## src/rtl/ground_pixel_writer.sv

```systemverilog
// Depth-tested framebuffer writer for the ground-plane sample stream.
// Owns the single-port pixel/depth SRAM: read-compare-write per sample, full-buffer clear on request.
module ground_pixel_writer #(
    parameter int WIDTH       = 321,
    parameter int HEIGHT      = 321,
    parameter int AW          = 17,
    parameter int CLEAR_DEPTH = 511,
    parameter int CLEAR_COLOR = 0
) (
    input  logic                clk,
    input  logic                rst,
    input  logic                in_en,
    output logic                in_ready,
    input  logic signed [9:0]   in_x,
    input  logic signed [9:0]   in_y,
    input  logic signed [9:0]   in_z,
    input  logic signed [9:0]   in_p,
    input  logic                clear_start,
    output logic                clear_busy,
    output logic                clear_done,
    output logic [AW-1:0]       mem_addr,
    output logic                mem_re,
    output logic                mem_we,
    output logic [19:0]         mem_wdata,
    input  logic [19:0]         mem_rdata
);
    localparam int N  = WIDTH * HEIGHT;
    // One extra bit so the counter can reach N and mark the sweep as finished.
    localparam int CW = AW + 1;
    localparam logic [19:0] CLEAR_WORD = {10'(CLEAR_DEPTH), 10'(CLEAR_COLOR)};

    typedef enum logic [1:0] {S_CLEAR, S_IDLE, S_READ, S_CMP} state_t;

    state_t             state_q, state_d;
    logic [CW-1:0]      cnt_q, cnt_d;
    logic               clear_pend_q, clear_pend_d;
    logic [AW-1:0]      mem_addr_q, mem_addr_d;
    logic               mem_re_q, mem_re_d;
    logic               mem_we_q, mem_we_d;
    logic [19:0]        mem_wdata_q, mem_wdata_d;
    logic               clear_done_q, clear_done_d;
    logic signed [9:0]  z_lat_q, z_lat_d;
    logic signed [9:0]  p_lat_q, p_lat_d;

    logic [9:0]         x_u, y_u;
    logic               sample_ok;
    logic signed [9:0]  stored_z;
    logic [9:0]         rdata_colour_unused;

    assign x_u                 = in_x;
    assign y_u                 = in_y;
    assign stored_z            = mem_rdata[19:10];
    assign rdata_colour_unused = mem_rdata[9:0];
    // Sign bits are checked first so the unsigned bounds compare only sees non-negative values.
    assign sample_ok = !in_p[9] && !in_x[9] && !in_y[9]
                    && (32'(x_u) < WIDTH) && (32'(y_u) < HEIGHT);

    assign in_ready   = (state_q == S_IDLE) && !clear_pend_q;
    assign clear_busy = (state_q == S_CLEAR);
    assign mem_addr   = mem_addr_q;
    assign mem_re     = mem_re_q;
    assign mem_we     = mem_we_q;
    assign mem_wdata  = mem_wdata_q;
    assign clear_done = clear_done_q;

    always_comb begin
        state_d      = state_q;
        cnt_d        = cnt_q;
        clear_pend_d = clear_pend_q | (clear_start && (state_q != S_CLEAR));
        mem_addr_d   = mem_addr_q;
        mem_re_d     = 1'b0;
        mem_we_d     = 1'b0;
        mem_wdata_d  = mem_wdata_q;
        clear_done_d = 1'b0;
        z_lat_d      = z_lat_q;
        p_lat_d      = p_lat_q;
        case (state_q)
            S_CLEAR: begin
                if (cnt_q == CW'(N)) begin
                    state_d      = S_IDLE;
                    cnt_d        = '0;
                    clear_done_d = 1'b1;
                end else begin
                    mem_addr_d  = cnt_q[AW-1:0];
                    mem_we_d    = 1'b1;
                    mem_wdata_d = CLEAR_WORD;
                    cnt_d       = cnt_q + CW'(1);
                end
            end
            S_IDLE: begin
                if (clear_pend_q) begin
                    state_d      = S_CLEAR;
                    cnt_d        = '0;
                    clear_pend_d = 1'b0;
                end else if (in_en && sample_ok) begin
                    z_lat_d    = in_z;
                    p_lat_d    = in_p;
                    mem_addr_d = AW'(y_u) * AW'(WIDTH) + AW'(x_u);
                    mem_re_d   = 1'b1;
                    state_d    = S_READ;
                end
            end
            S_READ: begin
                state_d = S_CMP;
            end
            S_CMP: begin
                // Strictly nearer wins; equal depth keeps the existing pixel.
                if (z_lat_q < stored_z) begin
                    mem_we_d    = 1'b1;
                    mem_wdata_d = {z_lat_q, p_lat_q};
                end
                state_d = S_IDLE;
            end
            default: begin
                state_d = S_CLEAR;
                cnt_d   = '0;
            end
        endcase
    end

    always_ff @(posedge clk or posedge rst) begin
        if (rst) begin
            state_q      <= S_CLEAR;
            cnt_q        <= '0;
            clear_pend_q <= 1'b0;
            mem_addr_q   <= '0;
            mem_re_q     <= 1'b0;
            mem_we_q     <= 1'b0;
            mem_wdata_q  <= '0;
            clear_done_q <= 1'b0;
        end else begin
            state_q      <= state_d;
            cnt_q        <= cnt_d;
            clear_pend_q <= clear_pend_d;
            mem_addr_q   <= mem_addr_d;
            mem_re_q     <= mem_re_d;
            mem_we_q     <= mem_we_d;
            mem_wdata_q  <= mem_wdata_d;
            clear_done_q <= clear_done_d;
        end
    end

    // Sample latches are plain data and only meaningful behind the READ/CMP control path.
    always_ff @(posedge clk) begin
        z_lat_q <= z_lat_d;
        p_lat_q <= p_lat_d;
    end

endmodule

```

## config.mk

```make
export PLATFORM = sky130hd
export DESIGN_NAME = ground_pixel_writer
export DESIGN_NICKNAME = d
export VERILOG_FILES = /design/src/rtl/ground_pixel_writer.sv
export SDC_FILE = /design/constraint.sdc
export NUM_CORES = 1
export LEC_CHECK = 0
export ABC_AREA = 1
export BUFFER_PORTS_ARGS = -buffer_cell sky130_fd_sc_hd__buf_4
export CAP_MARGIN = 10
export CORE_ASPECT_RATIO = 1.2
export CORE_MARGIN = 3
export CORE_UTILIZATION = 40
export DETAILED_ROUTE_END_ITERATION = 8
export GPL_TIMING_DRIVEN = 0
export SYNTH_ARGS = -nofsm -noshare
export SYNTH_HDL_FRONTEND = slang
export SYNTH_SLANG_ARGS = --single-unit
```

## constraint.sdc

```tcl
create_clock -name clk -period 3.48 [get_ports clk]
set_clock_uncertainty 0.05 [all_clocks]
set_input_delay 0.522 -clock clk [delete_from_list [all_inputs] [get_ports clk]]
set_output_delay 0.522 -clock clk [all_outputs]
set_load 0.1 [all_outputs]
```

After elaboration in Yosys (flattened, before gate mapping)

Cells that the tools add are included.

Register bits: 81
Bits of input ports: 64
Output and inout port bits: 42
Logic and storage cells: 73

Add/subtract/negate cells: 2
Multiply operators: 1
$lt $le $gt $ge: 3
Equality and inequality tests: 11
Mux-type cells: 24
Bitwise operators: 2
Reductions and logical operators: 20

Operator list:

| kind                                                                   | number |
|---|---|
| 17-bit two-way mux                                                     | 3 |
| 20-bit two-way mux                                                     | 2 |
| 20-bit case mux with 2 select lines                                    | 1 |
| 18-bit two-way mux                                                     | 2 |
| 18-bit case mux with 2 select lines                                    | 1 |
| 17-bit case mux with 2 select lines                                    | 1 |
| 10-bit by 9-bit < comparator with 1-bit output (second input constant) | 2 |
| 18-bit by 1-bit adder with 18-bit output (second input constant)       | 1 |
| 18-bit by 17-bit == test with 1-bit output (second input constant)     | 1 |
| 17-bit by 10-bit adder with 17-bit output                              | 1 |
| 10-bit by 9-bit multiplier with 17-bit output (second input constant)  | 1 |
| 10-bit < comparator                                                    | 1 |
| 1-bit two-way mux                                                      | 9 |
| 2-bit != test (second input constant)                                  | 4 |
| 2-bit case mux with 4 select lines                                     | 1 |
| 1-bit logical AND                                                      | 7 |
| 2-bit two-way mux                                                      | 3 |
| 3-bit AND reduction                                                    | 2 |
| 2-bit nonzero test                                                     | 3 |
| 2-bit == test (second input constant)                                  | 2 |
| 1-bit zero test                                                        | 4 |
| 2-bit by 1-bit != test with 1-bit output (second input constant)       | 2 |
| 2-bit AND reduction                                                    | 2 |
| 4-bit AND reduction                                                    | 1 |
| 6 further kinds                                                        | 6 |

Depth between registers and ports, before layout

Depth in word-level cells: 9
Depth in mapped cells: 19
Mapped depth without buffers: 19

Least setup slack after synthesis

No wires, ideal clock.

Path kind: input to register
Start point: input in_y[1]
End point: register mem_addr_q[14], in the netlist mem_addr[14]
Library setup time: 0.120 ns
Arrival: 3.280 ns
Required time: 3.310 ns
Setup slack: 0.030 ns
Stages on the path: 18
Path buffers: 0
Cell sequence: ha_1 ha_1 ha_1 ha_1 inv_1 fa_1 inv_1 ha_1 nand2_1 inv_1 a21oi_1 nor2_1 nor2_1 nand3_1 nand3_1 nand2_1 nand2_1 nand2_1

Longest elaborated chain between the ends: 5
Elaborated cells between the ends (all ways): 10
Those cells by class: 1 x add/sub; 1 x mul; 1 x order compare; 1 x eq/ne; 3 x mux; 3 x reduce/logical

Ends and longest elaborated chain:

| element                                                                                                         | line   | text |
|---|---|---|
| start, declared                                                                                                 | 15     | `input logic signed [9:0] in_y,` |
| 10-bit by 9-bit multiplier with 17-bit output or 10-bit by 9-bit < comparator with 1-bit output (tied branches) | 98, 56 |  |
| 17-bit by 10-bit adder with 17-bit output or 1-bit logical AND (tied branches)                                  | 98, 56 |  |
| 17-bit two-way mux or 1-bit logical AND (tied branches)                                                         | 95     | `end else if (in_en && sample_ok) begin` |
| 17-bit two-way mux or 2-bit by 1-bit != test with 1-bit output (tied branches)                                  | -      |  |
| 17-bit case mux with 2 select lines or 4-bit AND reduction (tied branches)                                      | -      |  |
| end signal, assigned                                                                                            | 135    | `mem_addr_q <= mem_addr_d;` |
| end, declared                                                                                                   | 37     | `logic [AW-1:0] mem_addr_q, mem_addr_d;` |

Several ways; a longest one is shown, not always the timed one. The select of a mux whose other input is x is not followed.
A chain may end at the register's enable or synchronous reset.

Worst setup path in the final report

Same ends and word-level chain as after synthesis.

==> results.yml <==
run_status:
  status: "completed"
global_route:
  grt_pass1_vias: 5242
  track_usage_pct: 19.2
  use_met2_pct: 34.1
  met1_usage_pct: 23.1
  grt_remaining_overflow: 0
  use_met3_pct: 3.01
  grt_antenna_before_repair: 0
  grt.busiest_layer: "met2"
  grt_max_degree: 41
  grt_pass1_wl_mm: 24.2
die:
  core_um2: 13900
  fp.dieW_um: 115
  rows: 47
  die_area_um2: 15800
  start_util_pct: 41.1
  io_pins: 106
  dieHeight_um: 137
synth:
  ys_warn_count: 0
  synth-edff-count: 20
  synth_flop_cell: "dfrtp_1"
  synth_top_area_share_pct: 26.6
  synth.avg_cell_area_um2: 7.77
  synth_nets: 883
  ys_seq_area_share_pct: 37.1
  synth_most_common_cell: "nand2_1"
  syn_area_um2: 5730
  synth.largest_area_cell: "dfrtp_1"
  synth_area_leaders: "dfrtp_1 27%, ha_1 17%, nand2_1 17%"
  ys_async_sr_fraction_pct: 75.3
  synth_seq_cells: 81
  yosys-top-cells-count: "257 x nand2_1, 100 x inv_1, 79 x ha_1"
  synthCells: 737
  synth_cell_types: 40
worst_setup_path:
  required_ns: 3.66
  startpoint: "in_y[1]"
  cp-start-kind: "primary input"
  crit_type: "in2reg"
  r2r-end: "z_lat_q[9]$_DFFE_PP_"
  slowest_stage: "fa_1"
  worstPathCellList: "buf_4 -> ha_1 -> ha_1 -> ha_1 -> ha_1 -> inv_1 -> fa_1 -> inv_1 -> ha_4 -> nand2_1 -> inv_2 -> a21oi_2 -> nor2_1 -> nor2_1 -> nand3_1 -> nand3_1 -> nand2_1 -> nand2_1 -> nand2_1"
  path_buf_inv: 4
  path_delay_family: "adder cells"
  reg2reg_depth: 7
  r2r_start: "state_q[1]$_DFFE_PP0P_"
  cp.arrival_ns: 3.49
  cp-end-kind: "flop"
  r2r_slack_ns: 1.05
  cp_slowest_stage_delay_ns: 0.49
  path_max_fanout: 4
routing:
  vias: 5028
  drt_iter0_drc: 288
  drt-total-wl_mm: 14.1
  via_per_inst: 4.91
  drc: 0
  dr.pass1.iters: 4
  wl_per_cell_um: 13.8
  ant_nets: 0
clock_tree:
  ctsHtreeMaxLevel: 3
  clock-sinks: 81
  cts_inserted_buffers: 9
  clock_latency_ns: 0.34
  clk_pin_slew_ns: 0.06
  clockBufferDepth: 2
  clock-root-buffer: "clkbuf_16"
  cts_tree: "yes"
placed_design:
  place_area_um2: 6700
  pre_cts_ws_ns: -0.367
  dp_hpwl_mm: 11.6
  io_buffers: 95
  gp_congestion: 0.847
layout:
  final_area_um2: 7070
  drive_above_1_share_pct: 17.7
  final_nets: 994
  antenna_cells: 0
  flow.area_growth_from_synthesis_pct: 23.5
sta:
  fin_setup_tns_ns: 0
  hold_violations: 0
  worstMarginPinSlew_ns: 0.680
  finalCriticalPeriod_ns: 3.32
  final_max_slew_viol_count: 0
  max_freq_mhz: 301
  slew_headroom_pct: 54.4
  holdWs_ns: 0.171
  rsz0062_at_grt: "true"
  setup_ws_ns: 0.161
  setup_viol: 0
  timing.final.crit_share_pct: 95.4
power:
  power_leakage_uw: 0.00388
  ir_drop_mv: 0.315
  power.density_nw_per_um2: 363
  finalPower_uw: 2570
job:
  maxCapViolations: 0
min_path:
  hold_class: "in2async"
## cells by family (layout without fill, tap and decap cells)
logic type	Yosys count	after routing	share of synthesized area (%)
fa+ha+maj	82	82	18.3
simple gates	395	395	29.6
xor+xnor	11	11	1.68
buf+inv	118	234	8.32
flops	81	81	37.1
compound gates	50	50	4.96
## final cells by class
type,instances,area (um^2)
Multi-Input combinational cell,538,3180
Clock inverter,4,70.1
Timing Repair Buffer,100,771
Sequential cell,81,2130
Tap cell,171,214
Clock buffer,12,236
Buffer,14,76.3
Fill cell,1353,6860
Inverter,104,400
## repair_timing
action	CTS	global route
pin swaps	0	2
hold buffers	0	0
setup endpoints to repair	1	6
setup buffers	0	2
gates resized for setup	1	12
## cell usage in the layout (no fill, tap or decap), types with 5 or more instances in the layout
cell type,count
buf_4,98
dfrtp_1,61
nand3_1,59
ha_1,78
edfxtp_1,20
xor2_1,9
clkbuf_16,9
o21ai_0,17
clkbuf_1,10
inv_1,98
nand2_1,254
nor2_1,44
nor3_1,5
nand4_1,8
a21oi_1,18
## metal layers
layer	vias up	wire, um
li1	2592	-
met1	2297	6130
met2	117	7100
met3	22	605
met4	0	298
met5	-	0
## power breakdown
group	switching (uW)	internal [uW]
clock	360	626
sequential	0	974
combinational	355	249
total	716	1850
## flip-flops by register name, summed over array words and instances (netlist names)
| register | count |
|---|---|
| clear_done | 1 |
| clear_pend_q | 1 |
| cnt_q | 18 |
| mem_addr | 17 |
| mem_re | 1 |
| mem_wdata | 20 |
| mem_we | 1 |
| p_lat_q | 10 |
| state_q | 2 |
| z_lat_q | 10 |
## through the flow
step / utilization, % / instances
floorplan: - / 737
global route: 50.7 / 1024
global placement: 47.8 / 1003
finish: 50.7 / 1024
detailed placement: 48.1 / 1006
CTS: 50.3 / 1022
## worst max-delay path by stage
stage	cells past startpoint	to	slack, ns
finish	19	mem_addr[14]$_DFFE_PP0P_	0.16
global route	20	mem_addr[14]$_DFFE_PP0P_	-0.009
CTS	19	mem_addr[14]$_DFFE_PP0P_	0.05
detailed placement	19	mem_addr[14]$_DFFE_PP0P_	-0.37
global placement	8	p_lat_q[1]$_DFFE_PP_	-0.58
floorplan	18	mem_addr[14]$_DFFE_PP0P_	0.03
No activity file was read; power rests on OpenSTA's default activity.
